==> src/rtl/ws2812_rx.sv <==
// ws2812_rx
//   Single-wire WS2812-style NRZ receiver. The raw line is synchronised,
//   every high pulse is classified as a 0 or 1 by its width, and the bits are
//   assembled MSB-first into 24-bit pixels and a frame buffer. A long low gap
//   closes the frame.
//
// Ports
//   clk            system clock
//   rst            synchronous, active-high reset
//   din_i          raw data line, asynchronous to clk
//   pixel_data_o   last completed pixel, first-received bit at [23]
//   pixel_valid_o  1-cycle pulse when pixel_data_o updates
//   pixel_index_o  0-based index of the pixel in pixel_data_o (saturates at 255)
//   frame_o        frame buffer, first-received bit at [FW-1]
//   frame_done_o   1-cycle pulse: latch gap seen after at least one bit
//   frame_bits_o   bits received in the frame (saturates at FW), valid with frame_done_o
//   overflow_o     sticky: more than FW bits this frame; cleared by next frame's first bit
//   err_o          1-cycle pulse: glitch, stuck-high line, or partial pixel at frame end
module ws2812_rx #(
  parameter  int NUM_PIXELS   = 6,
  parameter  int BIT_THRESH   = 15,
  parameter  int MIN_HIGH     = 4,
  parameter  int MAX_HIGH     = 60,
  parameter  int RESET_CYCLES = 1200,
  localparam int FW           = 24 * NUM_PIXELS
) (
  input  logic          clk,
  input  logic          rst,
  input  logic          din_i,
  output logic [23:0]   pixel_data_o,
  output logic          pixel_valid_o,
  output logic [7:0]    pixel_index_o,
  output logic [FW-1:0] frame_o,
  output logic          frame_done_o,
  output logic [10:0]   frame_bits_o,
  output logic          overflow_o,
  output logic          err_o
);

  localparam logic [15:0] THR      = 16'(BIT_THRESH);
  localparam logic [15:0] MINH     = 16'(MIN_HIGH);
  localparam logic [15:0] MAXH     = 16'(MAX_HIGH);
  localparam logic [15:0] RST_LAST = 16'(RESET_CYCLES - 1);
  localparam logic [10:0] FWB      = 11'(FW);

  typedef enum logic [2:0] {
    WAIT_GAP  = 3'd0,
    IDLE      = 3'd1,
    HIGH      = 3'd2,
    LOW       = 3'd3,
    FRAME_END = 3'd4
  } state_t;

  state_t          state_q;
  logic            sync1_q;
  logic            ds_q;
  logic [15:0]     hcnt_q;
  logic [15:0]     lcnt_q;
  logic [23:0]     shift_q;
  logic [4:0]      pbit_q;
  logic [10:0]     bcnt_q;
  logic [7:0]      pidx_q;
  logic [23:0]     pixel_data_q;
  logic            pixel_valid_q;
  logic [7:0]      pixel_index_q;
  logic [FW-1:0]   frame_q;
  logic            frame_done_q;
  logic [10:0]     frame_bits_q;
  logic            overflow_q;
  logic            err_q;
  logic [23:0]     pix_d;

  function automatic logic [15:0] sat_inc16(input logic [15:0] v);
    return (v == 16'hFFFF) ? v : v + 16'd1;
  endfunction

  function automatic logic [7:0] sat_inc8(input logic [7:0] v);
    return (v == 8'hFF) ? v : v + 8'd1;
  endfunction

  function automatic logic [10:0] sat_bits(input logic [10:0] v);
    return (v >= FWB) ? FWB : v + 11'd1;
  endfunction

  // Shift register contents once the bit ending on this cycle is appended.
  assign pix_d = {shift_q[22:0], (hcnt_q > THR)};

  always_ff @(posedge clk) begin
    if (rst) begin
      state_q       <= WAIT_GAP;
      sync1_q       <= 1'b0;
      ds_q          <= 1'b0;
      hcnt_q        <= '0;
      lcnt_q        <= '0;
      shift_q       <= '0;
      pbit_q        <= '0;
      bcnt_q        <= '0;
      pidx_q        <= '0;
      pixel_data_q  <= '0;
      pixel_valid_q <= 1'b0;
      pixel_index_q <= '0;
      frame_q       <= '0;
      frame_done_q  <= 1'b0;
      frame_bits_q  <= '0;
      overflow_q    <= 1'b0;
      err_q         <= 1'b0;
    end else begin
      // Stage: two-flop synchroniser, ds_q is the sampled line.
      sync1_q       <= din_i;
      ds_q          <= sync1_q;
      pixel_valid_q <= 1'b0;
      frame_done_q  <= 1'b0;
      err_q         <= 1'b0;

      // Stage: pulse classification and frame assembly.
      case (state_q)
        WAIT_GAP: begin
          // Only a full clean gap lets decoding start, so a frame is never
          // picked up mid-stream after reset or a stuck line.
          if (ds_q) begin
            lcnt_q <= '0;
          end else begin
            lcnt_q <= sat_inc16(lcnt_q);
            if (lcnt_q == RST_LAST) state_q <= IDLE;
          end
        end

        IDLE: begin
          bcnt_q <= '0;
          pbit_q <= '0;
          pidx_q <= '0;
          if (ds_q) begin
            hcnt_q  <= 16'd1;
            state_q <= HIGH;
          end
        end

        HIGH: begin
          if (ds_q) begin
            hcnt_q <= sat_inc16(hcnt_q);
            if (hcnt_q >= MAXH) begin
              err_q   <= 1'b1;
              lcnt_q  <= '0;
              state_q <= WAIT_GAP;
            end
          end else begin
            lcnt_q  <= '0;
            state_q <= LOW;
            if (hcnt_q < MINH) begin
              err_q <= 1'b1;
            end else begin
              shift_q <= pix_d;
              bcnt_q  <= sat_bits(bcnt_q);
              if (bcnt_q == 11'd0) overflow_q <= 1'b0;
              if (bcnt_q == FWB)   overflow_q <= 1'b1;
              if (pbit_q == 5'd23) begin
                pbit_q        <= '0;
                pixel_data_q  <= pix_d;
                pixel_valid_q <= 1'b1;
                pixel_index_q <= pidx_q;
                pidx_q        <= sat_inc8(pidx_q);
                // Pixels past the buffer still report but are not stored.
                for (int i = 0; i < NUM_PIXELS; i++) begin
                  if (pidx_q == 8'(i)) frame_q[FW-1-24*i -: 24] <= pix_d;
                end
              end else begin
                pbit_q <= pbit_q + 5'd1;
              end
            end
          end
        end

        LOW: begin
          if (ds_q) begin
            hcnt_q  <= 16'd1;
            state_q <= HIGH;
          end else begin
            lcnt_q <= sat_inc16(lcnt_q);
            if (lcnt_q == RST_LAST) state_q <= FRAME_END;
          end
        end

        FRAME_END: begin
          // A gap after only glitches carries no bits and reports nothing.
          if (bcnt_q != 11'd0) begin
            frame_done_q <= 1'b1;
            frame_bits_q <= bcnt_q;
            if (pbit_q != 5'd0) err_q <= 1'b1;
          end
          state_q <= IDLE;
        end

        default: state_q <= WAIT_GAP;
      endcase
    end
  end

  assign pixel_data_o  = pixel_data_q;
  assign pixel_valid_o = pixel_valid_q;
  assign pixel_index_o = pixel_index_q;
  assign frame_o       = frame_q;
  assign frame_done_o  = frame_done_q;
  assign frame_bits_o  = frame_bits_q;
  assign overflow_o    = overflow_q;
  assign err_o         = err_q;

endmodule

==> config.mk <==
export PLATFORM = sky130hd
export DESIGN_NAME = ws2812_rx
export DESIGN_NICKNAME = d
export VERILOG_FILES = /design/src/rtl/ws2812_rx.sv
export SDC_FILE = /design/constraint.sdc
export NUM_CORES = 1
export LEC_CHECK = 0
export ABC_AREA = 0
export CORE_MARGIN = 4
export CORE_UTILIZATION = 39
export DETAILED_ROUTE_END_ITERATION = 16
export PLACE_DENSITY_LB_ADDON = 0.08
export SYNTH_ARGS = -nofsm -noshare
export SYNTH_HDL_FRONTEND = slang
export SYNTH_SLANG_ARGS = --single-unit
export TNS_END_PERCENT = 20
==> constraint.sdc <==
create_clock -name clk -period 4.45 [get_ports clk]
set_clock_uncertainty 0.05 [all_clocks]
set_input_delay 0.89 -clock clk [delete_from_list [all_inputs] [get_ports clk]]
set_output_delay 0.89 -clock clk [all_outputs]
set_load 0.01 [all_outputs]
==> summary.txt <==
Status
  – Status: completed

Routing
  – Initial DRC Count: 683
  – DRT antenna net count: 0
  – DRC: 0
  – Vias per inst: 5.107
  – Post-Route WL: 32,880 µm
  – WL per Instance: 17.11 µm
  – 1st-pass router iterations: 4
  – Vias post-DR: 9,810

Clock network
  – CTS tree: built
  – Clock Sinks: 275
  – Clock Tree Root: clkbuf_16
  – Resized Gates After CTS: 0
  – CTS Buffer Depth: 3
  – Worst-path clk slew: 0.06 ns
  – CTS HTree Levels: 1
  – Hold Buf Count CTS: 0
  – Post-CTS setup buffer count: 0
  – Skew-Pair Late Insertion Delay: 0.56 ns
  – Num CTS Buffers: 31

Placed design
  – Inst Count DP: 1,863
  – Dpl hpwl: 21,340 µm
  – RePlAce Congestion: 0.8230
  – Post-DP Area: 13,320 µm²
  – Port bufs: 193

STA
  – Worst slew pin tran: 1.267 ns
  – Max-slew headroom: 15.46%
  – TNS Setup: 0 ns
  – Worst Hold Slack: 0.3868 ns
  – Post-layout min period: 3.008 ns
  – Fmax: 332.4 MHz
  – Final slew viol count: 0
  – Hold Violations, Final: 0
  – Unrepaired setup endpoints after global routing: false
  – Setup Viol. Count Final: 0
  – Period utilisation layout: 67.60%

Setup path
  – CP required: 4.89 ns
  – Crit path from: pbit_q[0]$_SDFFE_PP0P_
  – Critical path startpoint category: flip-flop
  – Worst path slowest cell: and3_1
  – Max incr delay on CP: 0.98 ns
  – Worst Path Max Fanout: 24
  – Worst r2r src: pbit_q[0]$_SDFFE_PP0P_
  – Critical setup path kind: flip-flop to flip-flop
  – Worst endpoint data arrival time: 3.45 ns
  – CP Capture Type: flip-flop
  – CP cell instances: ha_1 -> nand4b_1 -> nor4_1 -> and3_1 -> nand2_1 -> a21oi_1

Pwr
  – P_leak: 0.004627 µW
  – Comb pwr share: 1.6%
  – Clock power share: 50.6%
  – Sw power: 1104 µW
  – Sw Share: 21.34%
  – Pint: 4068 µW
  – PD cells: 359.7 nW/µm²
  – Worst vdd ir: 263.8 µV
  – Seq pwr share: 47.8%

Global route
  – Remaining Overflow, GRT: 0
  – Pin count of the biggest net entering global routing: 153
  – Gr usage total: 19.80%
  – Initial antenna violation count: 0
  – Number of global-route vias before repair: 9,144
  – First-pass GRT wire length: 51,360 µm

Final layout
  – Ratio of cells with drive above 1 in the final layout: 10.61%
  – Area growth, synth to finish: 26.71%
  – N_diodes: 0
  – Most frequent cells in the layout: nand2_1, dfxtp_1, clkdlybuf4s50_1
  – Post-route cell area: 14,380 µm²
  – Most common cell after layout, fill and taps aside: nand2_1
  – Final Util: 50.10%
  – Non-filler cells, final: 1,921
  – Final net count: 1,526

Logic synthesis
  – Sequential-to-total area share from yosys stat: 48.51%
  – Synth area leaders: dfxtp_1, nand2_1, a21oi_1
  – Post-Syn Area per Cell: 8.200 µm²
  – Ys flop type: dfxtp_1
  – Synthesized area: 11,350 µm²
  – Synth top area share: 48.51%
  – Syn Inst Count: 1,384
  – Synth area leader: dfxtp_1
  – Netlist cell types: 60
  – Number of synthesized flops with an enable pin: 0
  – Yosys warnings: 0
  – Flops & latches, synth: 275
  – Post-Syn Nets: 1,398
  – Ys async rst share: 0%

Die
  – Starting density of the core: 39.54%
  – Die Ht: 178.6 µm
  – Die area: 31,890 µm²
  – Num ports: 194
  – Core Area: 28,700 µm²
  – Row cnt: 62
  – Die width: 178.6 µm

Worst hold path
  – Worst hold path type: flip-flop to flip-flop
  – Hold Crit Start: sync1_q$_SDFF_PP0_

Job
  – MaxCap Viol Count: 0
## worst max-delay path: cells and delay by family (launching register included)
kind	cells	cell delay [ns]
and+or+nand+nor	4	2.04
DFF	1	0.38
adders and majority gates	1	0.28
AOI/OAI and AO/OA	1	0.17
## metal layers
metal | wire, µm | track usage (%) | up-vias
li1 | - | - | 4940
met1 | 15770 | 28.15 | 4614
met2 | 15020 | 32.49 | 215
met3 | 1614 | 2.883 | 41
met4 | 474 | 3.390 | 0
met5 | 0 | 0 | -
## final timing paths
path                                    to  slack [ns]  cells past startpoint
setup / recovery  frame_o[20]$_SDFFE_PP0P_        1.44                      6
hold / removal             ds_q$_SDFF_PP0_        0.39                      1
setup reg to reg  frame_o[20]$_SDFFE_PP0P_        1.44                      6
hold reg to reg            ds_q$_SDFF_PP0_        0.39                      1
## flip-flops by register name (all words and copies together) (netlist names)
register       flops
err_o              1
frame_o          144
shift_q           23
pidx_q             8
frame_bits_o      11
overflow_o         1
state_q            3
pixel_data_o      24
ds_q               1
bcnt_q            11
pixel_valid_o      1
frame_done_o       1
lcnt_q            16
hcnt_q            16
pbit_q             5
pixel_index_o      8
sync1_q            1
## area by class of cell
| class | instances | area (µm²) |
|---|---|---|
| clock buffers | 52 | 964.7 |
| clock inverters | 6 | 95.09 |
| fillers | 2773 | 14320 |
| inverters | 20 | 75.07 |
| multi-input cells | 977 | 5205 |
| flip-flops and latches | 275 | 5505 |
| well taps | 384 | 480.5 |
| repair buffers | 207 | 2054 |
## power by group through the flow
| stage | Clock (µW) | Combinational (µW) | Sequential [µW] |
|---|---|---|---|
| after floorplan | 0 | 61.8 | 2520 |
| after global placement | 0 | 83.0 | 2530 |
| after detailed placement | 0 | 83.1 | 2530 |
| after CTS | 2670 | 83.3 | 2470 |
| after global routing | 2770 | 90.7 | 2470 |
| final | 2620 | 82.8 | 2470 |
## synthesized netlist by cell type, types with 12 or more instances
cell type  number
nand2_1       427
dfxtp_1       275
a21oi_1       159
a21oi_2        81
buf_2          51
nor2_1         48
clkbuf_1       47
nand3_1        28
o21ai_0        23
inv_1          20
o31ai_1        18
or4_1          14
nor4_1         13
nor3_1         12
## per-stage QoR
| stage | worst slack (ns) | total power [µW] |
|---|---|---|
| finish | 1.442 | 5172 |
| global route | 1.173 | 5337 |
| global placement | 1.519 | 2610 |
| floorplan | 2.350 | 2586 |
| CTS | 1.404 | 5224 |
| detailed placement | 1.417 | 2609 |
## cell families after synthesis
group                      share of synthesized area (%)
and+or+nand+nor                                    24.62
AOI/OAI and AO/OA                                  18.13
DFF                                                48.51
buffers and inverters                              5.689
muxes                                              1.069
adders and majority gates                          1.213
xor gates and xnor gates                          0.7718
Note: power is estimated with default switching activity, not from simulation.
